`config.mk`:
```
export PLATFORM = sky130hd
export DESIGN_NAME = melody_sequencer
export DESIGN_NICKNAME = d
export VERILOG_FILES = /design/src/rtl/melody_sequencer.sv
export SDC_FILE = /design/constraint.sdc
export NUM_CORES = 1
export LEC_CHECK = 0
export ABC_AREA = 1
export CAP_MARGIN = 20
export CORE_ASPECT_RATIO = 1.5
export CORE_UTILIZATION = 55
export CTS_CLUSTER_SIZE = 10
export DETAILED_ROUTE_END_ITERATION = 10
export PLACE_DENSITY = 0.77
export SLEW_MARGIN = 15
export SYNTH_ARGS = -nofsm -noshare
export SYNTH_HDL_FRONTEND = slang
export SYNTH_SLANG_ARGS = --single-unit
```
`constraint.sdc`:
```
create_clock -name CLOCK_50 -period 2.7 [get_ports CLOCK_50]
set_input_delay 0.54 -clock CLOCK_50 [delete_from_list [all_inputs] [get_ports CLOCK_50]]
set_output_delay 0.54 -clock CLOCK_50 [all_outputs]
set_load 0.005 [all_outputs]
```
`src/rtl/melody_sequencer.sv`:
```
// rtl/melody_sequencer.sv - auto-play melody ROM sequencer driving tone generator note keys
// Optional feature macro: MELODY_TEMPO_SEL_EN (adds tempo[1:0] speed select, sampled at song start)
module melody_sequencer #(
  parameter int CLK_HZ  = 50_000_000,
  parameter int TICK_HZ = 8
) (
  input  logic       CLOCK_50,
  input  logic       reset,
  input  logic       start,
  input  logic       stop,
  input  logic       loop,
`ifdef MELODY_TEMPO_SEL_EN
  input  logic [1:0] tempo,
`endif
  output logic [2:0] key_n,
  output logic [1:0] note,
  output logic       busy,
  output logic       done,
  output logic [2:0] step
);

  localparam int TICK_DIV = CLK_HZ / TICK_HZ;
  localparam int TW       = $clog2(TICK_DIV * 2);
  localparam logic [TW-1:0] TICK_DIV_W = TW'(TICK_DIV);

  typedef enum logic [1:0] {
    IDLE = 2'd0,
    PLAY = 2'd1,
    GAP  = 2'd2
  } state_t;

  state_t         state;
  logic [TW-1:0]  tick_cnt;
  logic [3:0]     tick_num;
  logic [3:0]     cur_dur;
  logic [TW-1:0]  tick_len;
  logic [TW-1:0]  tick_last;
  logic           tick_end;
  logic [2:0]     next_idx;
  logic [5:0]     next_entry;
  logic [5:0]     first_entry;
  logic           has_next;

  // Melody table: {note[1:0], dur[3:0]}, dur=0 marks the end of the song
  function automatic logic [5:0] rom_entry(input logic [2:0] idx);
    case (idx)
      3'd0:    rom_entry = {2'd1, 4'd2};
      3'd1:    rom_entry = {2'd2, 4'd2};
      3'd2:    rom_entry = {2'd3, 4'd2};
      3'd3:    rom_entry = {2'd1, 4'd4};
      3'd4:    rom_entry = {2'd0, 4'd2};
      3'd5:    rom_entry = {2'd3, 4'd1};
      default: rom_entry = {2'd0, 4'd0};
    endcase
  endfunction

  // Active-low one-hot key pattern for a note code; rest maps to silence
  function automatic logic [2:0] note_keys(input logic [1:0] n);
    case (n)
      2'd1:    note_keys = 3'b011;
      2'd2:    note_keys = 3'b101;
      2'd3:    note_keys = 3'b110;
      default: note_keys = 3'b111;
    endcase
  endfunction

`ifdef MELODY_TEMPO_SEL_EN
  logic [1:0]    tempo_r;
  logic [TW-1:0] tick_shift;
  // Faster tempos shorten the tick; never let a tick collapse to zero cycles
  always_comb begin
    tick_shift = TICK_DIV_W >> tempo_r;
    tick_len   = (tick_shift == '0) ? TW'(1) : tick_shift;
  end
`else
  assign tick_len = TICK_DIV_W;
`endif

  assign tick_last   = tick_len - TW'(1);
  assign tick_end    = (tick_cnt == tick_last);
  assign next_idx    = step + 3'd1;
  assign next_entry  = rom_entry(next_idx);
  assign first_entry = rom_entry(3'd0);
  assign has_next    = (step != 3'd7) && (next_entry[3:0] != 4'd0);

  // Playback FSM: counts whole ticks per note, then one silent tick, then picks the next entry
  always_ff @(posedge CLOCK_50 or posedge reset) begin
    if (reset) begin
      state    <= IDLE;
      tick_cnt <= '0;
      tick_num <= 4'd0;
      cur_dur  <= 4'd0;
      key_n    <= 3'b111;
      note     <= 2'd0;
      busy     <= 1'b0;
      done     <= 1'b0;
      step     <= 3'd0;
`ifdef MELODY_TEMPO_SEL_EN
      tempo_r  <= 2'd0;
`endif
    end else begin
      done <= 1'b0;
      if (stop) begin
        state    <= IDLE;
        tick_cnt <= '0;
        tick_num <= 4'd0;
        key_n    <= 3'b111;
        note     <= 2'd0;
        busy     <= 1'b0;
        step     <= 3'd0;
      end else begin
        case (state)
          IDLE: begin
            if (start) begin
              state    <= PLAY;
              step     <= 3'd0;
              cur_dur  <= first_entry[3:0];
              note     <= first_entry[5:4];
              key_n    <= note_keys(first_entry[5:4]);
              busy     <= 1'b1;
              tick_cnt <= '0;
              tick_num <= 4'd0;
`ifdef MELODY_TEMPO_SEL_EN
              tempo_r  <= tempo;
`endif
            end
          end
          PLAY: begin
            if (tick_end) begin
              tick_cnt <= '0;
              if (tick_num == cur_dur - 4'd1) begin
                state    <= GAP;
                tick_num <= 4'd0;
                note     <= 2'd0;
                key_n    <= 3'b111;
              end else begin
                tick_num <= tick_num + 4'd1;
              end
            end else begin
              tick_cnt <= tick_cnt + TW'(1);
            end
          end
          GAP: begin
            if (tick_end) begin
              tick_cnt <= '0;
              tick_num <= 4'd0;
              if (has_next) begin
                state   <= PLAY;
                step    <= next_idx;
                cur_dur <= next_entry[3:0];
                note    <= next_entry[5:4];
                key_n   <= note_keys(next_entry[5:4]);
              end else if (loop) begin
                state   <= PLAY;
                step    <= 3'd0;
                cur_dur <= first_entry[3:0];
                note    <= first_entry[5:4];
                key_n   <= note_keys(first_entry[5:4]);
              end else begin
                state   <= IDLE;
                busy    <= 1'b0;
                done    <= 1'b1;
                step    <= 3'd0;
              end
            end else begin
              tick_cnt <= tick_cnt + TW'(1);
            end
          end
          default: begin
            state <= IDLE;
            busy  <= 1'b0;
            key_n <= 3'b111;
            note  <= 2'd0;
            step  <= 3'd0;
          end
        endcase
      end
    end
  end

endmodule
```
Word level (Yosys, flattened, before mapping)
Cells that the tools add are included.
{"block": "op_classes", "eq_ne": 24, "bitwise_logic": 1, "add_sub_neg": 4, "muxes": 56, "n_reduce_logical": 15}
{"operator": "two-way mux 24 bit", "count": 3}
{"operator": "case mux 24 bit (2 select lines)", "count": 1}
{"operator": "two-way mux 4 bit", "count": 9}
{"operator": "case mux 6 bit (6 select lines)", "count": 1}
{"operator": "two-way mux 3 bit", "count": 11}
{"operator": "case mux 3 bit (3 select lines)", "count": 3}
{"operator": "adder 24 x 1 -> 24 bit (second input constant)", "count": 1}
{"operator": "equality test 24 x 23 -> 1 bit (second input constant)", "count": 1}
{"operator": "inequality test 3 bit (second input constant)", "count": 8}
{"operator": "two-way mux 2 bit", "count": 11}
{"operator": "AND reduction 5 bit", "count": 3}
{"operator": "two-way mux 1 bit", "count": 12}
{"operator": "case mux 2 bit (3 select lines)", "count": 2}
{"operator": "case mux 4 bit (3 select lines)", "count": 1}
{"operator": "case mux 4 bit (2 select lines)", "count": 1}
{"operator": "AND reduction 4 bit", "count": 2}
{"operator": "nonzero test 4 bit", "count": 2}
{"operator": "equality test 2 bit (second input constant)", "count": 3}
{"operator": "equality test 3 x 2 -> 1 bit (second input constant)", "count": 2}
{"operator": "equality test 3 bit (second input constant)", "count": 2}
{"operator": "inequality test 2 bit (second input constant)", "count": 3}
{"operator": "adder 4 x 1 -> 4 bit (second input constant)", "count": 1}
{"operator": "equality test 2 x 1 -> 1 bit (second input constant)", "count": 2}
{"operator": "equality test 4 bit", "count": 1}
{"operator": "14 further kinds", "count": 14}
{"block": "totals", "ff_bits": 44, "input_bits": 5, "output_inout_bits": 10, "word_cells": 109}

Logic depth before layout (Yosys ltp)
{"block": "depth", "depth_word": 9, "mapped_depth": 13, "depth_no_buf": 13}

Least setup slack after synthesis
OpenSTA, ideal clock, no wires.
{"block": "synth_path", "kind": "register to register", "start": "register step[0]", "end": "register cur_dur[0]", "path_buffers": 0, "slack_ps": 697, "required_ps": 2564, "stages_incl_launch_ff": 11, "setup_time_ps": 136, "period_less_slack_ps": 2003, "arrival_ps": 1867, "cell_sequence": "dfrtp_1 -> ha_1 -> ha_1 -> nand2_1 -> inv_1 -> nor2_1 -> nand2_1 -> nand2_1 -> nand2_1 -> o211ai_1 -> o21ai_0"}
{"block": "synth_between", "elab_chain_cells": 8, "word_cells_on_any_way": 16, "cone_classes": "add/sub (1); eq/ne (7); mux (4); reduce/logical (4)"}
{"element": "from (decl)", "line_no": "19", "text": "output logic [2:0] step"}
{"element": "from (signal assigned)", "line_no": "149", "text": "step <= next_idx;"}
{"element": "adder 3 x 1 -> 3 bit", "line_no": "81", "text": "assign next_idx = step + 3'd1;"}
{"element": "equality test 3 bit (tied with other cells)", "line_no": "46", "text": "case (idx)"}
{"element": "case mux 6 bit (6 select lines)", "line_no": "46"}
{"element": "nonzero test 4 bit", "line_no": "84", "text": "assign has_next = (step != 3'd7) && (next_entry[3:0] != 4'd0);"}
{"element": "logical AND 1 bit", "line_no": "84"}
{"element": "two-way mux 4 bit", "line_no": "147", "text": "if (has_next) begin"}
{"element": "two-way mux 4 bit", "line_no": "144", "text": "if (tick_end) begin"}
{"element": "case mux 4 bit (2 select lines)", "line_no": "112", "text": "case (state)"}
{"element": "to (signal assigned)", "line_no": "117", "text": "cur_dur <= first_entry[3:0];"}
{"element": "to (signal assigned)", "line_no": "150", "text": "cur_dur <= next_entry[3:0];"}
{"element": "to (signal assigned)", "line_no": "156", "text": "cur_dur <= first_entry[3:0];"}
{"element": "to (decl)", "line_no": "35", "text": "logic [3:0] cur_dur;"}
Parallel ways exist; a longest one is shown, timed or not. The select of a mux whose other input is x is not followed.
A chain may end at the register's enable or synchronous reset.

Worst setup path in the final report
{"block": "layout_path", "start": "register step[0]", "end": "register note[0]"}
{"block": "layout_between", "elab_chain_cells": 9, "word_cells_on_any_way": 17, "cone_classes": "add/sub (1); eq/ne (7); mux (5); reduce/logical (4)"}
{"element": "adder 3 x 1 -> 3 bit", "line_no": "81"}
{"element": "equality test 3 bit (tied with other cells)", "line_no": "46"}
{"element": "case mux 6 bit (6 select lines)", "line_no": "46"}
{"element": "nonzero test 4 bit", "line_no": "84"}
{"element": "logical AND 1 bit", "line_no": "84"}
{"element": "two-way mux 2 bit", "line_no": "147"}
{"element": "two-way mux 2 bit", "line_no": "144"}
{"element": "case mux 2 bit (3 select lines)", "line_no": "112"}
{"element": "two-way mux 2 bit", "line_no": "103", "text": "if (stop) begin"}
{"element": "to (signal assigned)", "line_no": "118", "text": "note <= first_entry[5:4];"}
{"element": "to (signal assigned)", "line_no": "151", "text": "note <= next_entry[5:4];"}
{"element": "to (signal assigned)", "line_no": "157", "text": "note <= first_entry[5:4];"}
{"element": "to (decl)", "line_no": "16", "text": "output logic [1:0] note,"}
Parallel ways exist; a longest one is shown, timed or not. The select of a mux whose other input is x is not followed.

==> results.json <==
{
  "sw_frac_of_total_pct": 39.7,
  "synthAdderAreaFrac_pct": 5.83,
  "fin_crit_ns": 2.25,
  "synth.net_count": 416,
  "async_flop_share_pct": 100,
  "htree_levels": 2,
  "vias": 2594,
  "synth-compound-area-share_pct": 6.15,
  "dieArea_um2": 5360,
  "grt_usage_pct": 26.6,
  "p_int_mw": 1.38,
  "vias_per_cell": 5.32,
  "holdBufCountCts": 0,
  "nFillCells": 441,
  "antenna_found_initial": 0,
  "rsz0062_at_grt": "no",
  "drv_slew": 0,
  "grt_overflow_total": 0,
  "nets": 439,
  "worstSetupPathType": "reg2reg",
  "synth_xor_area_share_pct": 3.46,
  "switching_power_mw": 0.908,
  "hold_viol": 0,
  "layout_common_cells": "nand2_1 (108), nor2_1 (64), inv_1 (52)",
  "coreArea_um2": 4850,
  "ant_nets": 0,
  "synthMuxAreaShare_pct": 0,
  "layout.cells.non_filler": 488,
  "finClkSkew_ns": 0.00825,
  "synthSimpleGateAreaFrac_pct": 37.2,
  "pwr-share-seq_pct": 35.5,
  "slew_headroom_pct": 63.8,
  "antennaDiodeCount": 0,
  "comb_power_share_pct": 41.4,
  "cts-root-buf": "clkbuf_8",
  "clockBufferDepth": 2,
  "drc_errors": 0,
  "port-buffer-count": 14,
  "clk_pin_slew_ns": 0.08,
  "cts_resized": 0,
  "postCtsSetupRepairBufs": 0,
  "clkPwrFrac_pct": 23.1,
  "multi_input_area_um2": 1470,
  "syn_area_um2": 2790,
  "timing.fmax_mhz": 444,
  "die_y_um": 89.2,
  "wl_um": 6320,
  "startpoint_type": "register",
  "synth_top_cell_by_area": "dfrtp_1",
  "synthFlopType": "dfrtp_1",
  "crit_required_ns": 2.94,
  "hold_path_class": "reg2reg",
  "setup_viol": 0,
  "numCtsBuffers": 5,
  "final.period_utilization_pct": 83.5,
  "drive_above_1_share_pct": 7.58,
  "irDropWorstVdd_mv": 0.530,
  "dp_hpwl_um": 4910,
  "first_pass_iters": 4,
  "ys_ff_latch": 43,
  "worstSkewPairLatency_ns": 0.30,
  "grt_pass1_vias": 2464,
  "power_density_nw_per_um2": 729,
  "yosysTopAreaCellShare_pct": 35.9,
  "grt_pass1_wl_um": 10700,
  "drt-initial-drc-count": 129,
  "synth_area_per_cell_um2": 7.00,
  "gp_congestion": 0.878,
  "place_inst": 480,
  "cp_max_fo": 7,
  "p_leak_nw": 1.52,
  "syn_to_final_growth_pct": 12.6,
  "yosysUniqueCellTypes": 30,
  "utilization_pct": 64.7,
  "maxCapViolations": 0,
  "end_kind": "register",
  "ios": 15,
  "fp.dieW_um": 60.1,
  "synth_top_family_by_area": "simple AND/OR/NAND/NOR gates",
  "synthesis.yosys.warnings": 0,
  "rows": 31,
  "fin_tns_setup_ns": 0,
  "synth_edf_count": 0,
  "initial_core_util_pct": 57.5,
  "final_common_cell": "nand2_1",
  "cts_tree": "built",
  "grt_max_degree": 44,
  "yosys-top-cells-area": "dfrtp_1 (36%), nand2_1 (15%), nor2_1 (8.6%), inv_1 (7.1%), nand3_1 (5.9%)",
  "seqCellArea_um2": 1080,
  "synth_cells": 398,
  "routedWlPerCell_um": 13.0,
  "outcome": "completed",
  "max_slew.worst_pin.slew_ns": 0.544,
  "cp.arrival_ns": 2.49,
  "yosysSeqAreaShare_pct": 38.7,
  "clock_sinks": 43
}
[sequential cells by signal, indices dropped and copies added, names as in the netlist]
signal	flops
busy	1
cur_dur	3
note	2
tick_cnt	24
key_n	3
done	1
step	3
tick_num	4
state	2
[routing by layer]
layer	up-vias	GRT usage [%]	share of wire, %
met5	-	0	0
met4	0	11.4	2.6
met3	17	4.49	3.1
met2	62	48.7	55
met1	1211	29.3	39
li1	1304	-	-
[cells by family after synthesis]
logic type	Yosys count
xor+xnor	11
compound gates	32
simple gates	239
flops	43
fa+ha+maj	13
buf+inv	60
[power by group through the flow]
stage / logic, mW / registers [mW] / clock network [mW]
4_1_cts: 0.949 / 0.813 / 0.532
3_3_place_gp: 0.918 / 0.823 / 0
2_1_floorplan: 0.651 / 0.814 / 0
3_5_place_dp: 0.946 / 0.825 / 0
5_1_grt: 1.07 / 0.826 / 0.553
6_report: 0.947 / 0.813 / 0.528
[metrics by stage]
| step | worst slack [ns] | cell area, µm² | total power, mW | hold WS [ns] |
|---|---|---|---|---|
| after global placement | 0.380 | 3020 | 1.74 | 0.454 |
| after CTS | 0.450 | 3140 | 2.29 | 0.471 |
| after detailed placement | 0.363 | 3020 | 1.77 | 0.459 |
| after global routing | 0.166 | 3140 | 2.44 | 0.478 |
| after floorplan | 0.697 | 2790 | 1.47 | 0.457 |
| final | 0.446 | 3140 | 2.29 | 0.470 |
[synthesized netlist by cell type, types with 4 or more instances]
| library cell | n |
|---|---|
| ha_1 | 13 |
| nor2_1 | 64 |
| a21oi_1 | 7 |
| nand4_1 | 11 |
| nand2_1 | 108 |
| xor2_1 | 5 |
| dfrtp_1 | 40 |
| inv_1 | 53 |
| nand3_1 | 33 |
| o21ai_0 | 18 |
| xnor2_1 | 6 |
| inv_2 | 4 |
| nor3_1 | 7 |
[cell type report]
type / instances / area share [%]
flip-flops and latches: 43 / 34.4
clock inverters: 2 / 1.12
multi-input cells: 295 / 46.8
well taps: 66 / 2.63
repair buffers: 19 / 5.66
inverters: 57 / 6.82
clock buffers: 6 / 2.63
[path summary, 6_finish.rpt]
kind / cells after the start / from / slack (ns) / end
worst min register to register: 2 / key_n[2] / 0.47 / key_n[2]
worst min-delay path: 2 / key_n[2] / 0.47 / key_n[2]
worst max register to register: 11 / step[0] / 0.45 / note[0]
worst max-delay path: 11 / step[0] / 0.45 / note[0]
max in group asynchronous: 3 / reset / 1.64 / key_n[0]
min in group asynchronous: 3 / reset / 0.67 / tick_cnt[10]
[worst max-delay path, cell delays in order (launching register included)]
cell	delay, ns
dfrtp_1	0.45
ha_1	0.23
ha_1	0.32
nand2_1	0.10
inv_1	0.05
nor2_1	0.13
nand2_1	0.10
nand2_1	0.13
nand3_1	0.22
nand4_1	0.30
nand2_1	0.09
nand2_1	0.08
Power figures use the tool's default switching activity.
